[src/rtl/alu_seq.sv]
// alu_seq: picoMIPS sequential execute stage with 1-cycle ALU ops and an
// n+1 cycle signed Q1.(n-1) shift-add multiply.
// Ports:
//   clk, reset (sync, active-high)
//   start, op[2:0], a[n-1:0], b[n-1:0], rd_in[1:0] : issue side
//   busy, done, w, Wdata[n-1:0], rd_out[1:0], zero : result side
// Build option: define ALU_SAT_EN for saturating ADD/SUB/MUL.
module alu_seq #(
   parameter int n = 8
) (
   input  logic         clk,
   input  logic         reset,
   input  logic         start,
   input  logic [2:0]   op,
   input  logic [n-1:0] a,
   input  logic [n-1:0] b,
   input  logic [1:0]   rd_in,
   output logic         busy,
   output logic         done,
   output logic         w,
   output logic [n-1:0] Wdata,
   output logic [1:0]   rd_out,
   output logic         zero
);

   localparam logic [2:0] OP_ADD = 3'b000;
   localparam logic [2:0] OP_SUB = 3'b001;
   localparam logic [2:0] OP_AND = 3'b010;
   localparam logic [2:0] OP_OR  = 3'b011;
   localparam logic [2:0] OP_MUL = 3'b100;

   localparam int CW = (n > 1) ? $clog2(n) : 1;
   localparam logic [CW-1:0] CNT_LAST = CW'(n - 1);

   localparam logic [n-1:0] VMIN = {1'b1, {(n-1){1'b0}}};
   localparam logic [n-1:0] VMAX = {1'b0, {(n-1){1'b1}}};

   typedef enum logic [1:0] {
      S_IDLE,
      S_MUL,
      S_FIN
   } state_t;

   state_t state, state_nx;
   logic   take;

   logic [2:0]     op_q;
   logic [n-1:0]   a_q;
   logic [n-1:0]   b_q;
   logic [1:0]     rd_q;
   logic [2*n-1:0] acc;
   logic [2*n-1:0] mcand;
   logic [n-1:0]   mplr;
   logic [CW-1:0]  cnt;

   logic [n-1:0]   a_mag;
   logic [n-1:0]   b_mag;

   logic [n-1:0]   sum;
   logic [n-1:0]   diff;
   logic           ovf_add;
   logic           ovf_sub;
   logic           neg;
   logic [2*n-1:0] prod;
   logic           both_min;
   logic [n-1:0]   add_r;
   logic [n-1:0]   sub_r;
   logic [n-1:0]   mul_r;
   logic [n-1:0]   res;
   logic           wr_ok;

   // State register
   always_ff @(posedge clk) begin
      if (reset) state <= S_IDLE;
      else       state <= state_nx;
   end

   // Next state; FIN accepts a new issue exactly like IDLE
   always_comb begin
      state_nx = state;
      take     = 1'b0;
      unique case (state)
         S_MUL: begin
            if (cnt == CNT_LAST) state_nx = S_FIN;
         end
         default: begin
            if (state == S_FIN) state_nx = S_IDLE;
            if (start) begin
               take     = 1'b1;
               state_nx = (op == OP_MUL) ? S_MUL : S_FIN;
            end
         end
      endcase
   end

   assign busy = (state == S_MUL);

   // Unsigned magnitudes; most-negative maps to 2^(n-1), still fits n bits
   assign a_mag = a[n-1] ? (~a + 1'b1) : a;
   assign b_mag = b[n-1] ? (~b + 1'b1) : b;

   // Result datapath, evaluated from the captured operands in FIN
   always_comb begin
      sum      = a_q + b_q;
      diff     = a_q - b_q;
      ovf_add  = (a_q[n-1] == b_q[n-1]) && (sum[n-1]  != a_q[n-1]);
      ovf_sub  = (a_q[n-1] != b_q[n-1]) && (diff[n-1] != a_q[n-1]);
      neg      = a_q[n-1] ^ b_q[n-1];
      prod     = neg ? (~acc + 1'b1) : acc;
      both_min = (a_q == VMIN) && (b_q == VMIN);
`ifdef ALU_SAT_EN
      add_r = ovf_add ? (a_q[n-1] ? VMIN : VMAX) : sum;
      sub_r = ovf_sub ? (a_q[n-1] ? VMIN : VMAX) : diff;
      mul_r = both_min ? VMAX : prod[2*n-2:n-1];
`else
      add_r = sum;
      sub_r = diff;
      mul_r = prod[2*n-2:n-1];
`endif
      res   = Wdata;
      wr_ok = 1'b1;
      case (op_q)
         OP_ADD:  res = add_r;
         OP_SUB:  res = sub_r;
         OP_AND:  res = a_q & b_q;
         OP_OR:   res = a_q | b_q;
         OP_MUL:  res = mul_r;
         default: wr_ok = 1'b0;
      endcase
   end

   // Operand capture, shift-add multiply and result registers
   always_ff @(posedge clk) begin
      if (reset) begin
         op_q   <= '0;
         a_q    <= '0;
         b_q    <= '0;
         rd_q   <= '0;
         acc    <= '0;
         mcand  <= '0;
         mplr   <= '0;
         cnt    <= '0;
         done   <= 1'b0;
         w      <= 1'b0;
         Wdata  <= '0;
         rd_out <= '0;
         zero   <= 1'b1;
      end else begin
         done <= 1'b0;
         w    <= 1'b0;
         if (take) begin
            op_q  <= op;
            a_q   <= a;
            b_q   <= b;
            rd_q  <= rd_in;
            acc   <= '0;
            mcand <= {{n{1'b0}}, a_mag};
            mplr  <= b_mag;
            cnt   <= '0;
         end else if (state == S_MUL) begin
            if (mplr[0]) acc <= acc + mcand;
            mcand <= mcand << 1;
            mplr  <= mplr >> 1;
            cnt   <= cnt + 1'b1;
         end
         if (state == S_FIN) begin
            done   <= 1'b1;
            w      <= wr_ok;
            rd_out <= rd_q;
            if (wr_ok) begin
               Wdata <= res;
               zero  <= (res == '0);
            end
         end
      end
   end

endmodule

[config.mk]
export PLATFORM = sky130hd
export DESIGN_NAME = alu_seq
export DESIGN_NICKNAME = d
export VERILOG_FILES = /design/src/rtl/alu_seq.sv
export SDC_FILE = /design/constraint.sdc
export NUM_CORES = 1
export LEC_CHECK = 0
export CAP_MARGIN = 20
export CORE_MARGIN = 5
export CORE_UTILIZATION = 58
export DETAILED_ROUTE_END_ITERATION = 8
export DONT_BUFFER_PORTS = 1
export GPL_TIMING_DRIVEN = 0
export PLACE_DENSITY_LB_ADDON = 0.08
export SLEW_MARGIN = 15
export SYNTH_ARGS = -nofsm -noshare
export SYNTH_HDL_FRONTEND = slang
export SYNTH_SLANG_ARGS = --single-unit
[constraint.sdc]
create_clock -name clk -period 3.5 [get_ports clk]
set_clock_uncertainty 0.2 [all_clocks]
set_input_delay 0.525 -clock clk [delete_from_list [all_inputs] [get_ports clk]]
set_output_delay 0.525 -clock clk [all_outputs]
set_load 0.01 [all_outputs]
==> impl_metrics.csv <==
group,metric,value,unit
critical_path,critPathSlowestCell,"dfxtp_1",
critical_path,crit_fanout,9,
critical_path,r2r-start,"op_q[0]",
critical_path,critical-path-max-stage-delay,540,ps
power_and_ir_drop,p_leak,1.98,nW
placement,portBuffers,0,
grt,antenna_found_initial,0,
clock_network,cts_tree,"done",
sta,slew_viol_final,0,
synth,synth-main-ff-cell,"dfxtp_1",
critical_path,critical_path_arrival,3360,ps
synth,synth_xor_area_frac,0.0651,
critical_path,critPathLaunchType,"flip-flop",
synth,synth_cell_types,65,
final_layout,final_common_cell,"nand2_1",
final_layout,stdcell_count,731,
detailed_routing,vias,4384,
synth,synth_compound_area_frac,0.219,
grt,top_usage_layer,"met2",
synth,synth.top_cell.area_share,0.328,
clock_network,worstSkewPairLatency,360,ps
clock_network,clock_sinks,77,
floorplanning,die_area,10000,µm²
detailed_routing,wl_per_cell,16.4,µm
power_and_ir_drop,power.density,398,nW/µm²
status,status,"complete, no violations",
synth,syn_area_per_cell,7.68,µm²
synth,yosysSeqAreaShare,0.328,
synth,ys_ff_latch,77,
synth,syn_inst,613,
clock_network,htree_levels,3,
critical_path,required,3550,ps
synth,synth_simple_gate_area_share,0.232,
sta,relSlewSlack,0.550,
grt,grt_max_degree,13,
clock_network,path_clk_slew,80,ps
grt,grt.total_usage,0.242,
grt,use_met1,0.348,
detailed_routing,ant_nets,0,
grt,use_met3,0.0507,
grt,use_met2,0.363,
sta,setup_viol,0,
final_layout,diodes,0,
detailed_routing,first_pass_iters,5,
clock_network,cts_made_buffers,9,
grt,grt_first_pass_wirelength,19.7,mm
worst_hold_path,min_to,"b_q[5]",
synth,synth_nets,669,
sta,rsz0062_at_grt,"no",
placement,dp_cells,715,
critical_path,critical_path.cell_chain,"nor3b_4, mux2i_1, fa_1, a211oi_1, nor3b_1, o31ai_1, a21boi_1, o22ai_1, and4_1, a41o_1",
final_layout,final_cell_mix,"116 x nand2_1, 80 x a21oi_1, 77 x dfxtp_1",
synth,synth_top_family_by_area,"simple AND/OR/NAND/NOR gates",
job,max_cap_violations,0,
synth,synth_edf_count,0,
floorplanning,coreArea,7810,µm²
final_layout,drive_gt1_frac,0.0509,
clock_network,root_buffer,"clkbuf_8",
detailed_routing,drt_iter0_drc,322,
critical_path,critPathKind,"flip-flop to flip-flop",
synth,ys_top_cells_by_area,"dfxtp_1 33%, nand2_1 9.3%, a21oi_1 8.5%",
synth,synthMuxAreaShare,0.0149,
detailed_routing,drc_errors,0,
synth,yosys_warnings,0,
detailed_routing,drt-total-wl,12.0,mm
sta,fin_hold_ws,102,ps
final_layout,area_growth,6.51,%
synth,syn_area,4710,µm²
worst_hold_path,hp-start,"b[5]",
synth,async_flop_share,0,
worst_hold_path,hold_depth,2,
detailed_routing,vias_per_cell,6.00,
critical_path,rr_worst_depth,10,
critical_path,cp-end-kind,"flip-flop",
clock_network,clockBufferDepth,2,
placement,gp_congestion,0.941,
floorplanning,fp.dieH,100,µm
placement,dpl.hpwl,9.17,mm
sta,min_period,3310,ps
critical_path,r2r_setup_slack,190,ps
power_and_ir_drop,irDropWorstVdd,0.196,mV
grt,grt_pass1_vias,3986,
sta,fmax,302,MHz
floorplanning,initial_core_util,0.603,
power_and_ir_drop,total_power,1.99,mW
sta,finalHoldViolations,0,
synth,synthAdderAreaFrac,0.0968,
worst_hold_path,worst_hold_path_type,"input port to flip-flop",
sta,fin_crit_sh,0.946,
sta,worst_slew_pin_slew,675,ps
floorplanning,num_rows,32,
final_layout,nNetsFinal,681,
floorplanning,die_w,100,µm
grt,grt_overflow_total,0,
synth,yosysTopAreaCell,"dfxtp_1",
critical_path,reg2reg_to,"zero",
floorplanning,io_pins,38,
worst max-delay path: cells and delay by family (launching register included):
kind                       cells  cell delay [ps]
adders and majority gates      1              460
muxes                          1              190
and+or+nand+nor                3              660
AOI/OAI and AO/OA              5             1150
DFF                            1              540
metrics by stage:
stage / instance area, µm² / TNS, ps / utilization / worst slack [ps]
after floorplan: 4710 / 0 / - / 189
after global placement: 4830 / -640 / 0.619 / -385
after detailed placement: 4830 / -737 / 0.619 / -417
after CTS: 5000 / 0 / 0.641 / 13.9
after global routing: 5010 / 0 / 0.642 / 11.0
final: 5010 / 0 / 0.642 / 188
area by class of cell:
type | count | area [µm²]
clock inverter | 5 | 28.8
tap | 102 | 128
multi-input combinational | 484 | 2970
buffer | 31 | 129
inverter | 20 | 75.1
clock buffer | 10 | 128
fill | 724 | 2800
sequential | 77 | 1540
timing repair buffer | 2 | 15.0
synth_stat cells (2+ instances only):
cell type	count
inv_1	18
o21bai_1	4
clkbuf_1	26
nand2b_1	8
a211oi_1	19
nor3b_1	5
nor2_1	54
nor3_1	13
a21boi_1	2
o31ai_1	9
o21ai_1	8
nor2b_1	4
and2_1	3
nor4_1	3
or4_4	3
mux2i_1	7
nand3_1	9
a22oi_1	2
a21oi_1	80
o211ai_1	4
fa_1	2
a2bb2oi_1	2
buf_1	3
o41ai_1	2
o21ai_0	10
a21o_1	2
nand3b_1	3
a31oi_1	5
maj3_1	4
a221oi_1	3
or3_1	4
nand2_1	116
ha_1	30
xnor2_1	19
and3_1	5
xor2_1	16
inv_2	2
dfxtp_1	77
registers in the layout, indices dropped and copies added (netlist names):
register and count:
acc 15, mcand 15, Wdata 8, a_q 8
b_q 8, mplr 8, cnt 3, op_q 3
rd_out 2, rd_q 2, state 2, done 1
w 1, zero 1
metal layers:
layer / part of all wire / vias to the layer above / routed length (µm)
li1: - / 2174 / -
met1: 0.48 / 2053 / 5690
met2: 0.43 / 140 / 5150
met3: 0.076 / 17 / 913
met4: 0.017 / 0 / 203
met5: 0 / - / 0
logic make-up (layout without fill, tap and decap cells):
| group | after synthesis | in the layout |
|---|---|---|
| multiplexers | 7 | 7 |
| XOR/XNOR | 35 | 35 |
| adder cells (fa/ha/maj) | 36 | 36 |
| buffers and inverters | 52 | 68 |
| AO/OA/AOI/OAI | 166 | 166 |
| AND/OR/NAND/NOR | 240 | 240 |
| flip-flops | 77 | 77 |
power by group:
group | internal, mW | switching (mW) | leakage (nW)
sequential | 0.920 | 0.0484 | 0.630
clock | 0.250 | 0.333 | 0.0856
combinational | 0.190 | 0.253 | 1.26
total | 1.36 | 0.634 | 1.98
repair_timing:
item,in CTS,in global routing
setup endpoints to repair,4,1
gates resized for setup,2,0
pin swaps,0,0
setup buffers,0,2
cloned,0,0
hold buffers,0,0
worst max-delay path by stage:
stage / startpoint / to / slack (ps) / cells after the start
floorplan: op_q[0] / zero / 190 / 11
detailed placement: op_q[0] / zero / -420 / 11
finish: op_q[0] / zero / 190 / 10
global placement: op_q[0] / zero / -380 / 11
global route: op_q[0] / zero / 10 / 10
CTS: op_q[0] / zero / 10 / 11
No activity file was read; power rests on OpenSTA's default activity.
